==> config.mk <==
export PLATFORM = sky130hd
export DESIGN_NAME = regfile_wb_arbiter
export DESIGN_NICKNAME = d
export VERILOG_FILES = /design/src/rtl/regfile_wb_arbiter.sv
export SDC_FILE = /design/constraint.sdc
export NUM_CORES = 1
export LEC_CHECK = 0
export CAP_MARGIN = 20
export CORE_MARGIN = 1.5
export CORE_UTILIZATION = 40
export CTS_BUF_LIST = sky130_fd_sc_hd__clkbuf_2 sky130_fd_sc_hd__clkbuf_4 sky130_fd_sc_hd__clkbuf_8
export CTS_CLUSTER_SIZE = 12
export DETAILED_ROUTE_END_ITERATION = 10
export PLACE_DENSITY = 0.68
export SYNTH_ARGS = -nofsm -noshare
export SYNTH_HDL_FRONTEND = slang
export SYNTH_SLANG_ARGS = --single-unit
==> constraint.sdc <==
create_clock -name clk -period 3 [get_ports clk]
set_clock_uncertainty 0.15 [all_clocks]
set_input_delay 0.3 -clock clk [delete_from_list [all_inputs] [get_ports clk]]
set_output_delay 0.3 -clock clk [all_outputs]
set_load 0.01 [all_outputs]
==> src/rtl/regfile_wb_arbiter.sv <==
// rtl/regfile_wb_arbiter.sv - two-requester writeback arbiter for the register file write port
//
// Requester 0 is the ALU result path and requester 1 is the load-return path.
// Each requester feeds a one-entry holding buffer through a valid/ready
// handshake. The arbiter grants one buffered write per cycle and drives the
// register file write port from registered outputs. pending_mask flags every
// register that still has a write buffered or on the output stage.
//
// Ports:
//   clk, rst_n                         clock (rising edge), asynchronous active-low reset
//   req0_valid/ready/addr/data         requester 0 (ALU) write handshake
//   req1_valid/ready/addr/data         requester 1 (load return) write handshake
//   rf_write_enable/address/write_data registered register file write port
//   pending_mask                       one bit per register, high while a write to it is in flight
//
// Configuration macro: REGFILE_WB_RR_EN
//   defined   - round-robin tie break between two full buffers
//   undefined - fixed priority, requester 0 wins ties (no pointer flop)
//   In both builds an older entry to the same address is granted first.

module regfile_wb_arbiter #(
    parameter int DATA_W = 32,
    parameter int ADDR_W = 4
) (
    input  logic                   clk,
    input  logic                   rst_n,

    input  logic                   req0_valid,
    output logic                   req0_ready,
    input  logic [ADDR_W-1:0]      req0_addr,
    input  logic [DATA_W-1:0]      req0_data,

    input  logic                   req1_valid,
    output logic                   req1_ready,
    input  logic [ADDR_W-1:0]      req1_addr,
    input  logic [DATA_W-1:0]      req1_data,

    output logic                   rf_write_enable,
    output logic [ADDR_W-1:0]      rf_address,
    output logic [DATA_W-1:0]      rf_write_data,

    output logic [(1<<ADDR_W)-1:0] pending_mask
);

    localparam int NREG = 1 << ADDR_W;

    // Holding buffers
    logic              full0, full1;
    logic              age0, age1;
    logic [ADDR_W-1:0] addr0, addr1;
    logic [DATA_W-1:0] data0, data1;

    logic grant0, grant1;
    logic cap0, cap1;
    logic prefer1;

    // Tie-break selection between two full buffers with no ordering constraint.
`ifdef REGFILE_WB_RR_EN
    logic ptr;

    always_ff @(posedge clk or negedge rst_n) begin
        if (!rst_n) begin
            ptr <= 1'b0;
        end else if (full0 && full1) begin
            // Point at whichever requester lost this cycle.
            ptr <= grant0;
        end
    end

    assign prefer1 = ptr;
`else
    assign prefer1 = 1'b0;
`endif

    // Grant depends only on buffer state, never on the incoming valids, so
    // ready (which uses the grant) has no combinational path from valid.
    // An age bit marks the younger of two entries; with equal addresses the
    // entry whose age bit is clear arrived first and must land first.
    always_comb begin
        grant0 = 1'b0;
        grant1 = 1'b0;
        if (full0 && full1) begin
            if ((addr0 == addr1) && (age0 != age1)) begin
                grant0 = age1;
                grant1 = age0;
            end else begin
                grant0 = !prefer1;
                grant1 = prefer1;
            end
        end else begin
            grant0 = full0;
            grant1 = full1;
        end
    end

    // A buffer being drained this cycle can accept a new entry on the same edge.
    assign req0_ready = !full0 || grant0;
    assign req1_ready = !full1 || grant1;

    assign cap0 = req0_valid && req0_ready;
    assign cap1 = req1_valid && req1_ready;

    // Buffer 0
    always_ff @(posedge clk or negedge rst_n) begin
        if (!rst_n) begin
            full0 <= 1'b0;
            addr0 <= '0;
            data0 <= '0;
        end else if (cap0) begin
            full0 <= 1'b1;
            addr0 <= req0_addr;
            data0 <= req0_data;
        end else if (grant0) begin
            full0 <= 1'b0;
        end
    end

    // Buffer 1
    always_ff @(posedge clk or negedge rst_n) begin
        if (!rst_n) begin
            full1 <= 1'b0;
            addr1 <= '0;
            data1 <= '0;
        end else if (cap1) begin
            full1 <= 1'b1;
            addr1 <= req1_addr;
            data1 <= req1_data;
        end else if (grant1) begin
            full1 <= 1'b0;
        end
    end

    // Age bits. Capturing behind a held entry makes this entry the younger
    // one; the held entry then becomes the older and has its own age cleared
    // so that at most one age bit is ever set. Two captures on the same edge
    // cannot set both bits: a held (not granted) buffer is not ready.
    always_ff @(posedge clk or negedge rst_n) begin
        if (!rst_n) begin
            age0 <= 1'b0;
            age1 <= 1'b0;
        end else begin
            if (cap0 && full1 && !grant1) begin
                age0 <= 1'b1;
            end else if (grant0 || (cap1 && full0 && !grant0)) begin
                age0 <= 1'b0;
            end

            if (cap1 && full0 && !grant0) begin
                age1 <= 1'b1;
            end else if (grant1 || (cap0 && full1 && !grant1)) begin
                age1 <= 1'b0;
            end
        end
    end

    // Registered write port. Address and data hold when idle.
    always_ff @(posedge clk or negedge rst_n) begin
        if (!rst_n) begin
            rf_write_enable <= 1'b0;
            rf_address      <= '0;
            rf_write_data   <= '0;
        end else if (grant0) begin
            rf_write_enable <= 1'b1;
            rf_address      <= addr0;
            rf_write_data   <= data0;
        end else if (grant1) begin
            rf_write_enable <= 1'b1;
            rf_address      <= addr1;
            rf_write_data   <= data1;
        end else begin
            rf_write_enable <= 1'b0;
        end
    end

    // Hazard mask: every register with a write buffered or on the output stage.
    logic [NREG-1:0] hot0, hot1, hot_rf;

    always_comb begin
        hot0   = '0;
        hot1   = '0;
        hot_rf = '0;
        if (full0) begin
            hot0[addr0] = 1'b1;
        end
        if (full1) begin
            hot1[addr1] = 1'b1;
        end
        if (rf_write_enable) begin
            hot_rf[rf_address] = 1'b1;
        end
    end

    assign pending_mask = hot0 | hot1 | hot_rf;

endmodule
-- After elaboration in Yosys (flattened, before gate mapping)
Cells that the tools add are included.
- register bits: 113
- latch bits: 0
- output and inout port bits: 55
- input port bits: 76
- memories: 0
- logic and storage cells: 72
- memory bits (writable): 0
- bits in read-only memories: 0
- eq/ne operators: 2
- $add $sub $neg: 0
- reduce and logical (&&, ||, !) cells: 24
- div/mod/pow operators: 0
- shift operators: 0
- multiply operators: 0
- muxes and demuxes: 27
- bitwise operators: 2
- order comparisons: 6
- operators with widths (operator ; count):
    $mux 32 ; 2
    $mux 16 ; 3
    $or 16x16->16 ; 2
    $mux 1 ; 17
    $lt 4x5->1 const B ; 3
    $demux 1 s4 ; 3
    $ge 4x1->1 const B ; 3
    $logic_and 1x1->1 ; 11
    $reduce_bool 2->1 ; 5
    $mux 4 ; 2
    $eq 4x4->1 ; 1
    $logic_not 1->1 ; 4
    $logic_or 1x1->1 ; 4
    $ne 1x1->1 ; 1

-- Depth between registers and ports, before layout
- word-level depth: 11
- gate-level depth with buffers: 8
- depth with buffers taken out: 4

-- Least setup slack after synthesis
Ideal clock, no wire load.
- path type: register to register
- from: reg addr1[2]
- to: reg addr0[3]
- buffers on the path: 2
- required time: 2725 ps
- stages on the path, launching flop included: 7
- path slack: 870 ps
- library setup time: 125 ps
- arrival: 1855 ps
- period minus slack after synthesis: 2130 ps
- cells stage by stage: dfrtp_1 buf_2 xnor2_2 nand2_2 o31ai_4 buf_6 mux2_2
- word-level cells in the longest chain between the ends: 6
- RTL lines (element ; line ; text):
    from (decl) ; 50 ; logic [ADDR_W-1:0] addr0, addr1;
    from (signal assigned) ; 126 ; addr1 <= req1_addr;
    $eq 4x4->1 ; 83 ; if ((addr0 == addr1) && (age0 != age1)) begin
    $logic_and 1x1->1 ; 83 ;
    $mux 1 ; 83 ;
    $mux 1 ; 82 ; if (full0 && full1) begin
    $logic_or 1x1->1 ; 97 ; assign req0_ready = !full0 || grant0;
    $logic_and 1x1->1 ; 100 ; assign cap0 = req0_valid && req0_ready;
    to (signal assigned) ; 111 ; addr0 <= req0_addr;
    to (decl) ; 50 ;
Every way passes these cells.
A chain may end at the register's enable or synchronous reset.

-- Worst setup path after layout
- from: reg full0
- to: out pending_mask[7]
- word-level cells in the longest chain between the ends: 3
- RTL lines (element ; line ; text):
    from (decl) ; 48 ; logic full0, full1;
    from (signal assigned) ; 106 ; full0 <= 1'b0;
    from (signal assigned) ; 110 ; full0 <= 1'b1;
    from (signal assigned) ; 114 ; full0 <= 1'b0;
    $mux 16 ; 182 ; if (full0) begin
    $or 16x16->16 (2 in a row) ; 193 ; assign pending_mask = hot0 | hot1 | hot_rf;
    to (decl) ; 42 ; output logic [(1<<ADDR_W)-1:0] pending_mask
Every way passes these cells.

==> impl_metrics.py <==
metrics = {
    "synth": {
        "seq_area_frac_synth_pct": 44.65,
        "synthCells": 642,
        "syn_area_per_cell_um2": 9.865,
        "ys.flop_type": "dfrtp_1",
        "synth.cell_area_um2": 6334,
        "ys_ff_latch": 113,
        "yosys_warnings": 0,
        "synthDistinctLibCells": 40,
        "synth_edf_count": 0,
        "syn_nets": 718,
        "ys_async_sr_fraction_pct": 100.0,
    },
    "power": {
        "leakage_nw": 3.386,
        "p_per_area_nw_per_um2": 773.6,
        "ir_drop_mv": 0.4148,
    },
    "flow_run": {
        "drv_cap": 0,
    },
    "die": {
        "die_x_um": 128.8,
        "start_util_pct": 41.36,
        "die_h_um": 128.8,
        "ios": 131,
        "fp.coreArea_um2": 15310,
        "die-area_um2": 16600,
        "row_count": 45,
    },
    "clocking": {
        "cts_root_buffer": "clkbuf_8",
        "tritoncts.num_buffers": 17,
        "postCtsSetupBuffers": 0,
        "clock_tree.buffer_depth": 2,
        "cts_tree": "yes",
        "cts.clk_slew.worst_paths_ps": 70,
        "htreeDepth": 4,
        "clock_latency_ps": 430,
        "cts_sinks": 113,
    },
    "route": {
        "antenna_left": 0,
        "wl_um": 19100,
        "drt_iter0_drc": 570,
        "via_per_inst": 6.055,
        "drc_errors": 0,
        "routed-via-count": 5892,
        "avgRoutedWirePerCell_um": 19.63,
        "dr.pass1.iters": 5,
    },
    "placed_design": {
        "dp_hpwl_um": 12570,
        "port_buffers": 130,
        "routabilityCongestion": 0.8662,
        "pre_cts_ws_ps": 477.9,
    },
    "final_layout": {
        "multi_input_area_um2": 3168,
        "fill_cells": 1384,
        "nets": 825,
        "seq_area_um2": 2831,
        "drive_above_1_share_pct": 12.60,
        "diodes": 0,
        "area_growth_pct": 30.62,
    },
    "critical_path": {
        "r2r_setup_slack_ps": 550,
        "r2r-end": "data0[8]",
        "reg2reg_depth": 6,
        "cp-start-kind": "register",
        "r2r_start": "addr0[1]",
        "required_ps": 2550,
        "critPathCaptureType": "output port",
        "arrival_ps": 2410,
        "worstSetupPathType": "register to output port",
        "cp_max_fo": 12,
    },
    "min_path": {
        "whs_path_depth": 3,
        "holdPathEnd": "data1[18]",
        "hp-class": "primary input to register",
        "hp-start": "req1_valid",
    },
    "timing": {
        "setup_viol": 0,
        "tns_ps": 0,
        "finalWorstSetupSlack_ps": 135.8,
        "tightest_slew_ps": 849.3,
        "post-route-period-util_pct": 95.47,
        "timing.fmax_ghz": 0.3491,
        "timing.final.hold_violations": 0,
        "report.final.slew_viol_count": 0,
        "max_slew_margin_pct": 43.03,
        "fin_crit_ps": 2864,
        "rsz0062_at_grt": "false",
    },
    "global_route": {
        "gr-total-overflow": 0,
        "grt_max_degree": 52,
        "track_usage_pct": 23.37,
        "grt_pass1_vias": 5733,
        "antenna_found_initial": 0,
        "grt_pass1_wl_um": 30380,
    },
    "status": {
        "outcome": "finished, final reports clean",
    },
}
==> flip-flops by register name (all words and copies together) (netlist names) <==
| register | cells |
|---|---|
| age1 | 1 |
| full1 | 1 |
| full0 | 1 |
| data0 | 32 |
| addr0 | 4 |
| rf_address | 4 |
| data1 | 32 |
| rf_write_enable | 1 |
| rf_write_data | 32 |
| age0 | 1 |
| addr1 | 4 |
==> metrics by stage <==
step                instance area (um2)  std cells  power (W)  hold slack, ps  utilization (%)
global route                       8273        973   0.006754           297.7            54.02
CTS                                8269        973   0.006407           265.0            54.00
finish                             8273        973   0.006400           286.9            54.02
floorplan                          6334        642   0.003689          -145.6                -
detailed placement                 7800        940   0.004720           216.1            50.93
global placement                   7800        940   0.004641           209.6            50.93
==> logic make-up (layout without fill, tap and decap cells) <==
logic type      Yosys count  after routing  share of synthesized area, %
buf+inv                  80            200                         5.630
simple gates            212            212                         16.79
flops                   113            113                         44.65
compound gates          162            162                         20.33
mux                      71             71                         11.93
xor+xnor                  4              4                        0.6718
==> Yosys cell counts, types with 2 or more instances <==
library cell	n	area share (%)
dfrtp_1	113	45
nand2_1	76	4.5
nand3_1	45	3.6
clkbuf_1	40	2.4
mux2i_1	35	5.5
o221a_1	30	5.3
and3_1	29	2.9
mux2_2	25	4.4
nand4_1	25	2.5
a211oi_1	24	2.8
a21oi_1	24	1.9
o211ai_1	24	2.8
inv_1	14	0.83
a31oi_1	12	1.2
o22ai_1	12	1.2
o311ai_0	12	1.7
or3_1	12	1.2
a22oi_1	11	1.3
mux2_1	11	2.0
buf_1	10	0.59
buf_2	9	0.71
nor2_1	9	0.53
buf_6	6	1.1
o221a_2	6	1.1
nor2b_1	5	0.49
nor3b_1	3	0.36
o21ai_0	3	0.24
xnor2_1	3	0.41
and2_1	2	0.20
nand2b_1	2	0.20
==> worst max-delay path, stage by stage (launching register included) <==
cell and delay, ps:
dfrtp_1 360, clkinv_1 320, nor3b_1 560, nand3_1 130, nand3_1 90, clkdlybuf4s50_1 530
==> cell usage in the layout (no fill, tap or decap), types with 5 or more instances in the layout <==
cell type / instances
mux2_1: 11
dfrtp_1: 112
o211ai_1: 24
bufinv_16: 5
nand4_1: 25
clkbuf_8: 18
or3_1: 12
mux2_2: 25
a31oi_1: 12
mux2i_1: 35
nor2_1: 9
a22oi_1: 11
nand3_1: 45
o22ai_1: 12
clkdlybuf4s50_1: 128
a211oi_1: 24
a21oi_1: 24
o221a_1: 30
o311ai_0: 12
nand2_1: 76
buf_4: 21
and3_1: 28
inv_1: 13
o221a_2: 6
==> worst max-delay path by stage <==
stage | from | to | slack, ps | cells past startpoint
final | full0 | pending_mask[7] | 140 | 5
after global routing | full0 | pending_mask[7] | 20 | 5
after CTS | addr0[0] | req0_ready | 70 | 4
after detailed placement | req1_valid | data1[10] | 480 | 4
after global placement | addr0[1] | req0_ready | 550 | 4
after floorplan | addr1[2] | addr0[3] | 870 | 6
==> layout make-up <==
class / instances / area share, %
Clock inverter: 14 / 2.556
Clock buffer: 18 / 2.995
Sequential cell: 113 / 34.23
Tap cell: 211 / 3.191
Multi-Input combinational cell: 449 / 38.29
Inverter: 15 / 0.6806
Timing Repair Buffer: 153 / 18.06
==> per-layer routing <==
metal	track usage (%)	part of all wire (%)	wire (um)	up-vias
met5	0	0	0	-
met2	37.15	48	9108	239
met3	5.156	6.3	1194	22
met1	32.20	45	8563	2978
met4	6.675	1.2	229	0
li1	-	-	-	2653
==> where the power goes <==
group          total (W)  internal (W)  switching, W  leakage (nW)
Combinational    0.00234       0.00112       0.00122          1.88
Clock            0.00167       0.00101      0.000661         0.229
Sequential       0.00239       0.00193      0.000459          1.28
Total            0.00640       0.00406       0.00234          3.39
==> what timing repair did <==
action | CTS | global route
endpoints found under the hold margin | 44 | 0
hold buffers | 1 | 0
gates resized for setup | 0 | 2
setup endpoints to repair | 0 | 1
Note: power is estimated with default switching activity, not from simulation.
